===== src/rtl/adc_avg_pkg.sv =====
// -----------------------------------------------------------------------------
// adc_avg_pkg
// Shared definitions for the ADC moving-average filter:
//   SAMPLE_W    - width of one converted ADC sample
//   avg_state_t - window state (FILL while populating, RUN once full)
//   sat_sub     - unsigned subtract clamped at zero (hysteresis release level)
// -----------------------------------------------------------------------------
package adc_avg_pkg;

  localparam int SAMPLE_W = 12;

  typedef enum logic {
    FILL = 1'b0,
    RUN  = 1'b1
  } avg_state_t;

  // a - b, clamped at 0 so a low threshold never wraps to a huge level.
  function automatic logic [SAMPLE_W-1:0] sat_sub(input logic [SAMPLE_W-1:0] a,
                                                  input logic [SAMPLE_W-1:0] b);
    return (a > b) ? (a - b) : '0;
  endfunction

endpackage


===== src/rtl/sample_ring.sv =====
// -----------------------------------------------------------------------------
// sample_ring
// N = 2^LOG2_N entry register array holding the most recent raw samples.
// The entry at wr_ptr_i is presented combinationally on rd_old_o so the
// caller can subtract the sample it is about to overwrite in the same cycle.
// Ports:
//   clk_i      clock
//   reset_i    synchronous active-high reset, zeroes every entry
//   clear_i    synchronous flush, zeroes every entry
//   wr_en_i    write wr_data_i into entry wr_ptr_i
//   wr_ptr_i   write / read-old index
//   wr_data_i  sample to store
//   rd_old_o   current contents of entry wr_ptr_i
// -----------------------------------------------------------------------------
module sample_ring
  import adc_avg_pkg::*;
#(
  parameter int LOG2_N = 3
) (
  input  logic                clk_i,
  input  logic                reset_i,
  input  logic                clear_i,
  input  logic                wr_en_i,
  input  logic [LOG2_N-1:0]   wr_ptr_i,
  input  logic [SAMPLE_W-1:0] wr_data_i,
  output logic [SAMPLE_W-1:0] rd_old_o
);

  localparam int N = 1 << LOG2_N;

  logic [SAMPLE_W-1:0] ring_q [N];

  always_ff @(posedge clk_i) begin
    if (reset_i || clear_i) begin
      for (int i = 0; i < N; i++) begin
        ring_q[i] <= '0;
      end
    end else if (wr_en_i) begin
      ring_q[wr_ptr_i] <= wr_data_i;
    end
  end

  assign rd_old_o = ring_q[wr_ptr_i];

endmodule


===== src/rtl/adc_moving_avg.sv =====
// -----------------------------------------------------------------------------
// adc_moving_avg
// Moving-average filter behind the ADC SPI controller. Keeps the last
// N = 2^LOG2_N samples with a running sum and publishes sum/N, a threshold
// flag with hysteresis and a window-filled flag. Every offered sample is
// taken (no backpressure); results appear one edge after sample_valid.
//
// Parameters:
//   LOG2_N    log2 of window length (1..6)
//   THR_HYST  hysteresis band for above_thr, in LSBs (0..4095)
// Ports:
//   clk           system clock
//   reset         synchronous active-high reset
//   sample_in     converted ADC sample
//   sample_valid  one-cycle strobe qualifying sample_in
//   clear         synchronous window flush (wins over sample_valid)
//   threshold     compare level for above_thr
//   avg_out       window average (truncating)
//   avg_valid     one-cycle strobe, avg_out updated
//   above_thr     level flag with hysteresis
//   filled        window fully populated
//   min_out       minimum raw sample since clear/reset
//   max_out       maximum raw sample since clear/reset
//
// Build option: define PEAK_HOLD_EN to enable min/max tracking; without it
// min_out/max_out are tied to 12'hFFF / 0.
// -----------------------------------------------------------------------------
module adc_moving_avg
  import adc_avg_pkg::*;
#(
  parameter int LOG2_N   = 3,
  parameter int THR_HYST = 16
) (
  input  logic                clk,
  input  logic                reset,
  input  logic [SAMPLE_W-1:0] sample_in,
  input  logic                sample_valid,
  input  logic                clear,
  input  logic [SAMPLE_W-1:0] threshold,
  output logic [SAMPLE_W-1:0] avg_out,
  output logic                avg_valid,
  output logic                above_thr,
  output logic                filled,
  output logic [SAMPLE_W-1:0] min_out,
  output logic [SAMPLE_W-1:0] max_out
);

  localparam int N     = 1 << LOG2_N;
  localparam int SUM_W = SAMPLE_W + LOG2_N;
  localparam int CNT_W = LOG2_N + 1;

  localparam logic [CNT_W-1:0]    N_CNT = CNT_W'(N);
  localparam logic [SAMPLE_W-1:0] HYST  = SAMPLE_W'(THR_HYST);

  avg_state_t          state_q,   state_d;
  logic [CNT_W-1:0]    count_q,   count_d;
  logic [LOG2_N-1:0]   wr_ptr_q,  wr_ptr_d;
  logic [SUM_W-1:0]    sum_q,     sum_d;
  logic [SAMPLE_W-1:0] avg_q,     avg_d;
  logic                avg_vld_q, avg_vld_d;
  logic                above_q,   above_d;
  logic                filled_q,  filled_d;

  logic [SAMPLE_W-1:0] rd_old;
  logic                accept;

  // clear drops any sample offered in the same cycle.
  assign accept = sample_valid && !clear;

  sample_ring #(
    .LOG2_N (LOG2_N)
  ) u_ring (
    .clk_i     (clk),
    .reset_i   (reset),
    .clear_i   (clear),
    .wr_en_i   (accept),
    .wr_ptr_i  (wr_ptr_q),
    .wr_data_i (sample_in),
    .rd_old_o  (rd_old)
  );

  always_comb begin
    state_d   = state_q;
    count_d   = count_q;
    wr_ptr_d  = wr_ptr_q;
    sum_d     = sum_q;
    avg_d     = avg_q;
    avg_vld_d = 1'b0;
    above_d   = above_q;
    filled_d  = filled_q;

    if (clear) begin
      // avg_out and above_thr deliberately hold their last value.
      state_d  = FILL;
      count_d  = '0;
      wr_ptr_d = '0;
      sum_d    = '0;
      filled_d = 1'b0;
    end else if (sample_valid) begin
      wr_ptr_d = wr_ptr_q + 1'b1;
      case (state_q)
        FILL: begin
          sum_d   = sum_q + SUM_W'(sample_in);
          count_d = count_q + 1'b1;
          if (count_d == N_CNT) begin
            state_d   = RUN;
            filled_d  = 1'b1;
            avg_vld_d = 1'b1;
          end
        end
        RUN: begin
          // rd_old is already contained in sum_q, so this never underflows.
          sum_d     = sum_q - SUM_W'(rd_old) + SUM_W'(sample_in);
          avg_vld_d = 1'b1;
        end
      endcase

      if (avg_vld_d) begin
        avg_d = sum_d[SUM_W-1:LOG2_N];
        if (avg_d > threshold) begin
          above_d = 1'b1;
        end else if (avg_d < sat_sub(threshold, HYST)) begin
          above_d = 1'b0;
        end
      end
    end
  end

  always_ff @(posedge clk) begin
    if (reset) begin
      state_q   <= FILL;
      count_q   <= '0;
      wr_ptr_q  <= '0;
      sum_q     <= '0;
      avg_q     <= '0;
      avg_vld_q <= 1'b0;
      above_q   <= 1'b0;
      filled_q  <= 1'b0;
    end else begin
      state_q   <= state_d;
      count_q   <= count_d;
      wr_ptr_q  <= wr_ptr_d;
      sum_q     <= sum_d;
      avg_q     <= avg_d;
      avg_vld_q <= avg_vld_d;
      above_q   <= above_d;
      filled_q  <= filled_d;
    end
  end

  assign avg_out   = avg_q;
  assign avg_valid = avg_vld_q;
  assign above_thr = above_q;
  assign filled    = filled_q;

`ifdef PEAK_HOLD_EN
  logic [SAMPLE_W-1:0] min_q, max_q;

  always_ff @(posedge clk) begin
    if (reset || clear) begin
      min_q <= '1;
      max_q <= '0;
    end else if (accept) begin
      if (sample_in < min_q) min_q <= sample_in;
      if (sample_in > max_q) max_q <= sample_in;
    end
  end

  assign min_out = min_q;
  assign max_out = max_q;
`else
  assign min_out = '1;
  assign max_out = '0;
`endif

endmodule


===== config.mk =====
export PLATFORM = sky130hd
export DESIGN_NAME = adc_moving_avg
export DESIGN_NICKNAME = d
export VERILOG_FILES = /design/src/rtl/adc_avg_pkg.sv /design/src/rtl/sample_ring.sv /design/src/rtl/adc_moving_avg.sv
export SDC_FILE = /design/constraint.sdc
export NUM_CORES = 1
export LEC_CHECK = 0
export ABC_AREA = 0
export CAP_MARGIN = 20
export CORE_UTILIZATION = 50
export CTS_CLUSTER_SIZE = 12
export DETAILED_ROUTE_END_ITERATION = 10
export GPL_TIMING_DRIVEN = 0
export PLACE_DENSITY_LB_ADDON = 0.08
export SLEW_MARGIN = 10
export SYNTH_ARGS = -nofsm -noshare
export SYNTH_HDL_FRONTEND = slang
export SYNTH_SLANG_ARGS = --single-unit
export TNS_END_PERCENT = 100

===== constraint.sdc =====
create_clock -name clk -period 5.1 [get_ports clk]
set_input_delay 0.765 -clock clk [delete_from_list [all_inputs] [get_ports clk]]
set_output_delay 0.765 -clock clk [all_outputs]
set_load 0.02 [all_outputs]

# After elaboration in Yosys (flattened, before gate mapping)
# Memories as Yosys holds them, arrays and structs flattened. A register that Yosys moved wholly into a read port is not among the register bits.
# Index checks and enable logic that the tools add are counted.
# totals
register_bits	38
ramBits	96
inputBits	28
output_inout_bits	39
wordCells	54
mem_count	1
# classes
addsub	6
order_cmp	3
n_eq_ne	1
n_mux	21
n_bitwise	3
reduce_logical	11
# mem_list
memory	words	word_bits	read_ports	rd_ports_with_merged_regs	write_ports	line_no	source
u_ring.ring_q	8	12	1	1	8	sample_ring.sv:31	logic [SAMPLE_W-1:0] ring_q [N];
# op_table
operator	count
15-bit by 12-bit adder with 15-bit output	2
15-bit 2-to-1 mux	2
15-bit case mux with 2 select lines	1
12-bit 2-to-1 mux	2
15-bit by 12-bit subtractor with 15-bit output	1
12-bit greater-than comparator	1
12-bit by 5-bit greater-than comparator with 1-bit output, second input constant	1
12-bit less-than comparator	1
1-bit 2-to-1 mux	12
12-bit OR reduction	1
12-bit by 5-bit subtractor with 12-bit output, second input constant	1
3-bit 2-to-1 mux	3
3-bit AND reduction	2
4-bit by 1-bit adder with 4-bit output, second input constant	1
4-bit == test, second input constant	1
4-bit AND reduction	1
3-bit by 1-bit adder with 3-bit output, second input constant	1
1-bit NOT	3
3-bit OR reduction	1
1-bit case mux with 2 select lines	1
2-bit AND reduction	1
2-bit nonzero test	1
2-bit OR reduction	1
1-bit logical AND	1
other kinds (2)	2

# Logic depth before layout (Yosys ltp)
# depth
word_depth	8
mapped_depth	23
mapped_depth_nobuf	21

# By module
# From an unflattened synthesis, not the netlist that was laid out.
# hier_totals
cells_unflattened	818
area_unflattened_um2	8614.5
# modules_own_cells
module	instances	cells_each	area_per_inst_um2	seq_area_each_um2
sample_ring	1	277	4393.0	2882.8
adc_moving_avg	1	541	4221.5	760.7

# Worst setup path after synthesis
# OpenSTA, ideal clock, no wires.
# synth_path
path_type	register to register
start	register (tool-made name)
end	register above_q (netlist: above_thr)
setup_time_ns	0.128
arrival_time_ns	5.365
required_time_ns	4.972
slack_ns	-0.393
path_stages_with_launch	23
path_buffers	2
synth_period_minus_slack_ns	5.493
path_cell_list	dfxtp_1 clkbuf_1 buf_2 mux4_2 mux2_2 fa_1 inv_1 ha_1 a211oi_1 o21bai_1 a21oi_1 xor2_1 nand2_1 o21ai_0 inv_1 ha_1 a2111oi_0 a21oi_1 o32ai_1 a31oi_1 a21oi_2 maj3_2 o22ai_2
# synth_lines
item	line_no	source
end signal, assigned	adc_moving_avg.sv:146	above_q <= above_d;
end, declared	adc_moving_avg.sv:61	logic above_q, above_d;

==> metrics.txt <==
Placement Cell Area=9280 um^2; Num CTS Buffers=17; share of layout cells above drive strength 1=between 10% and 20%; Reg clk slew, reported paths=around 0.060 ns; CP Launch Type=flop; WL per Instance=about 20 um; initial antenna violation count=0; antenna fix cells=0; synthesis-to-finish area growth=22.9%; Worst path slowest cell=fa_1; final global-route overflow total=0; Hold Fails Final Rpt=0; CTS Buffer Depth=2; Int Pwr=approximately 0.0023 W; switch share=between 20% and 30%; Worst Skew=0.00887 ns; All-Layer GR Usage=between 20% and 30%; ys async rst share=0%; clk sinks=approximately 140; final hold slack=approximately 0.50 ns; critical path type=reg2reg; Mapped Cells=roughly 810; Synth cell types=62; Buf/Inv on CP=4; final non-filler cell area=10400 um^2; Final nets=a little over 1000; CP endpoint kind=flop; vias in the first global route=roughly 6700; CP Cell Sequence=buf_8 > buf_12 > mux4_2 > mux2_4 > fa_1 > inv_2 > fa_2 > a211oi_2 > o21ai_2 > a211oi_4 > buf_4 > o21a_1 > o21ai_2 > a31oi_4 > xnor2_2 > ha_1 > nand4_1 > nor3_2 > a2111oi_4 > a2bb2oi_2 > o22ai_2; Worst Path Required=around 5.4 ns; Final ANT Viol Nets=0; Starting Density=51.1%; Clock Root Buffer=clkbuf_16; via count=approximately 6700; number of flops mapped to enable cells by yosys=96; unrepaired setup endpoints after global routing=true; routability cong.=0.894; clock network power share=approximately two fifths; Synthesis Warnings=0; failing checks=negative setup slack; syn avg cell area=10.5 um^2; Ports=67; initial DRC count=566; Max Slew Vio Count=0; part of the power in combinational logic=between 20% and 30%; Worst Path Arrival=5.44 ns; largest net degree at the start of global routing=17; max cap viols=0; chip height=approximately 130 um; chip width=between 100 and 150 um; peak fanout along the critical path=4; dpl hpwl=16400 um; final wirelength=22900 um; Vias/cell=5.82; Placeable Area=16500 um^2; final setup violation count=1; Seq pwr share=37.8%; H-tree levels=4; final worst setup slack=-0.0453 ns; Cell Pwr Density=roughly 320 nW/um^2; ys flop type=edfxtp_1; count of buffers from port buffering=40; status=complete, but fails checks; # hold bufs at CTS=0; Cell Area, Synth=between 8000 and 9000 um^2; Largest stage delay, worst path=~0.52 ns; site row count=between 40 and 50; CP top delay family=compound AO/OA/AOI/OAI gates; CTS tree=built; drt first pass iters=7; DRC Markers=0; HP Class=reg2reg; clk_lat worst skew=between 0.4 and 0.5 ns; Rel. slew slack=a little under a third; Worst VDD drop=0.235 mV; slew at the pin closest to its max-slew limit=~1.0 ns; final core utilization=approximately 63%; Static Leakage=4.05 nW; Final Critical Period=5.15 ns; flops & latches, synth=around 140; Tcrit/Tclk final=101%; Net Switching=approximately 0.00096 W; register area share after synthesis=43.8%; CP most frequent cell=o21ai_2; Max Clock Freq=roughly 0.19 GHz; global-route wire length before repair=about 36000 um; Die ar.=around 17000 um^2
sequential cells by signal (all words and copies together) (netlist names), named ones only:
signal	cells
sum_q	15
u_ring.ring_q	96
avg_valid	1
above_thr	1
count_q	4
state_q	1
filled	1
wr_ptr_q	3
avg_out	12
cell families after synthesis:
group	after synthesis	synth area share (%)
adder cells (fa/ha/maj)	67	11.1
AO/OA/AOI/OAI	142	10.9
multiplexers	44	8.96
flip-flops	137	43.8
other	2	0.0889
XOR/XNOR	28	2.90
AND/OR/NAND/NOR	239	14.5
buffers and inverters	148	7.69
per-layer routing:
metal  part of all wire, %  wire length [um]  vias up  global-route usage (%)
li1                      -                 -     3116                       -
met1                    44             10000     3246                    38.3
met5                     0                 0        -                       0
met2                    48             10900      281                    44.2
met4                   1.7               399        0                    7.88
met3                   7.1              1630       38                    5.11
area by class of cell:
| cell class | count | area, um^2 |
|---|---|---|
| inverters | 79 | 300 |
| clock inverters | 15 | 203 |
| plain buffers | 68 | 399 |
| clock buffers | 17 | 425 |
| repair buffers | 68 | 636 |
| well taps | 220 | 275 |
| flip-flops and latches | 137 | 3710 |
| multi-input cells | 544 | 4440 |
| fillers | 1332 | 6140 |
power groups by stage:
| stage | Clock, W | Sequential (W) | Combinational [W] |
|---|---|---|---|
| 6_report | 0.00133 | 0.00125 | 0.000727 |
| 5_1_grt | 0.00138 | 0.00125 | 0.000792 |
| 4_1_cts | 0.00134 | 0.00125 | 0.000702 |
| 3_5_place_dp | 0 | 0.00127 | 0.000600 |
| 3_3_place_gp | 0 | 0.00127 | 0.000581 |
| 2_1_floorplan | 0 | 0.00126 | 0.000445 |
final timing paths:
path                            start                     end  slack [ns]  cells after the start
setup / recovery                 flop  above_thr$_SDFFE_PP0P_       -0.05                     21
hold / removal    filled$_SDFFE_PP0P_     filled$_SDFFE_PP0P_        0.50                      2
setup reg to reg                 flop  above_thr$_SDFFE_PP0P_       -0.05                     21
hold reg to reg   filled$_SDFFE_PP0P_     filled$_SDFFE_PP0P_        0.50                      2
worst min-delay path, cell delays in order (launching register included):
cell and delay, ns:
dfxtp_1 0.34, a31oi_1 0.05, nor2_1 0.07
Yosys cell counts (2+ instances only):
library cell / n / area [um^2]
mux2i_1: 7 / 70.1
dfxtp_1: 41 / 821
o211ai_1: 2 / 15.0
or2_2: 2 / 12.5
inv_1: 69 / 259
or3_1: 3 / 18.8
nor3_1: 69 / 345
o31a_1: 2 / 17.5
a31oi_1: 5 / 31.3
nor2b_1: 5 / 31.3
nand4_1: 9 / 56.3
buf_4: 24 / 180
nor4_1: 21 / 131
nor2_1: 55 / 206
ha_1: 53 / 663
conb_1: 2 / 7.51
buf_2: 3 / 15.0
nand2b_1: 10 / 62.6
buf_1: 4 / 15.0
o21a_1: 5 / 37.5
mux2_2: 13 / 146
nand3_1: 5 / 25.0
edfxtp_1: 96 / 2880
a21oi_1: 42 / 210
and2_1: 19 / 119
fa_1: 13 / 260
nand2_1: 30 / 113
o21bai_1: 4 / 30.0
a21o_1: 8 / 60.1
xnor2_1: 20 / 175
mux4_2: 24 / 541
o32ai_1: 2 / 17.5
xor2_1: 8 / 70.1
o21ai_0: 30 / 150
o311ai_0: 2 / 17.5
clkbuf_1: 38 / 143
clkinv_1: 10 / 37.5
a2111oi_0: 2 / 17.5
and3_1: 2 / 12.5
nand4b_1: 2 / 17.5
a211oi_1: 25 / 188
cells in the final DEF (no fill, tap or decap), types with 24 or more instances in the layout:
| cell | netlist | final |
|---|---|---|
| a21oi_1 | 42 | 33 |
| buf_4 | 24 | 50 |
| clkbuf_1 | 38 | 34 |
| clkdlybuf4s50_1 | 0 | 40 |
| conb_1 | 2 | 24 |
| dfxtp_1 | 41 | 39 |
| edfxtp_1 | 96 | 96 |
| ha_1 | 53 | 47 |
| inv_1 | 69 | 66 |
| mux4_2 | 24 | 24 |
| nand2_1 | 30 | 30 |
| nor2_1 | 55 | 55 |
| nor3_1 | 69 | 68 |
repair_timing:
item | CTS | global route
endpoints found under the setup margin | 1 | 1
gates resized for setup | 54 | 11
buffers inserted | 17 | 5
pin swaps | 27 | 17
through the flow:
stage | instances | setup slack, ns | TNS, ns | total power, W
after floorplan | 829 | 0.00850 | 0 | 0.00171
after global placement | 1089 | -0.993 | -0.993 | 0.00185
after detailed placement | 1095 | -1.05 | -1.05 | 0.00187
after CTS | 1143 | 0.00592 | 0 | 0.00328
after global routing | 1148 | -0.243 | -0.243 | 0.00342
final | 1148 | -0.0453 | -0.0453 | 0.00330
No activity file was read; power rests on OpenSTA's default activity.
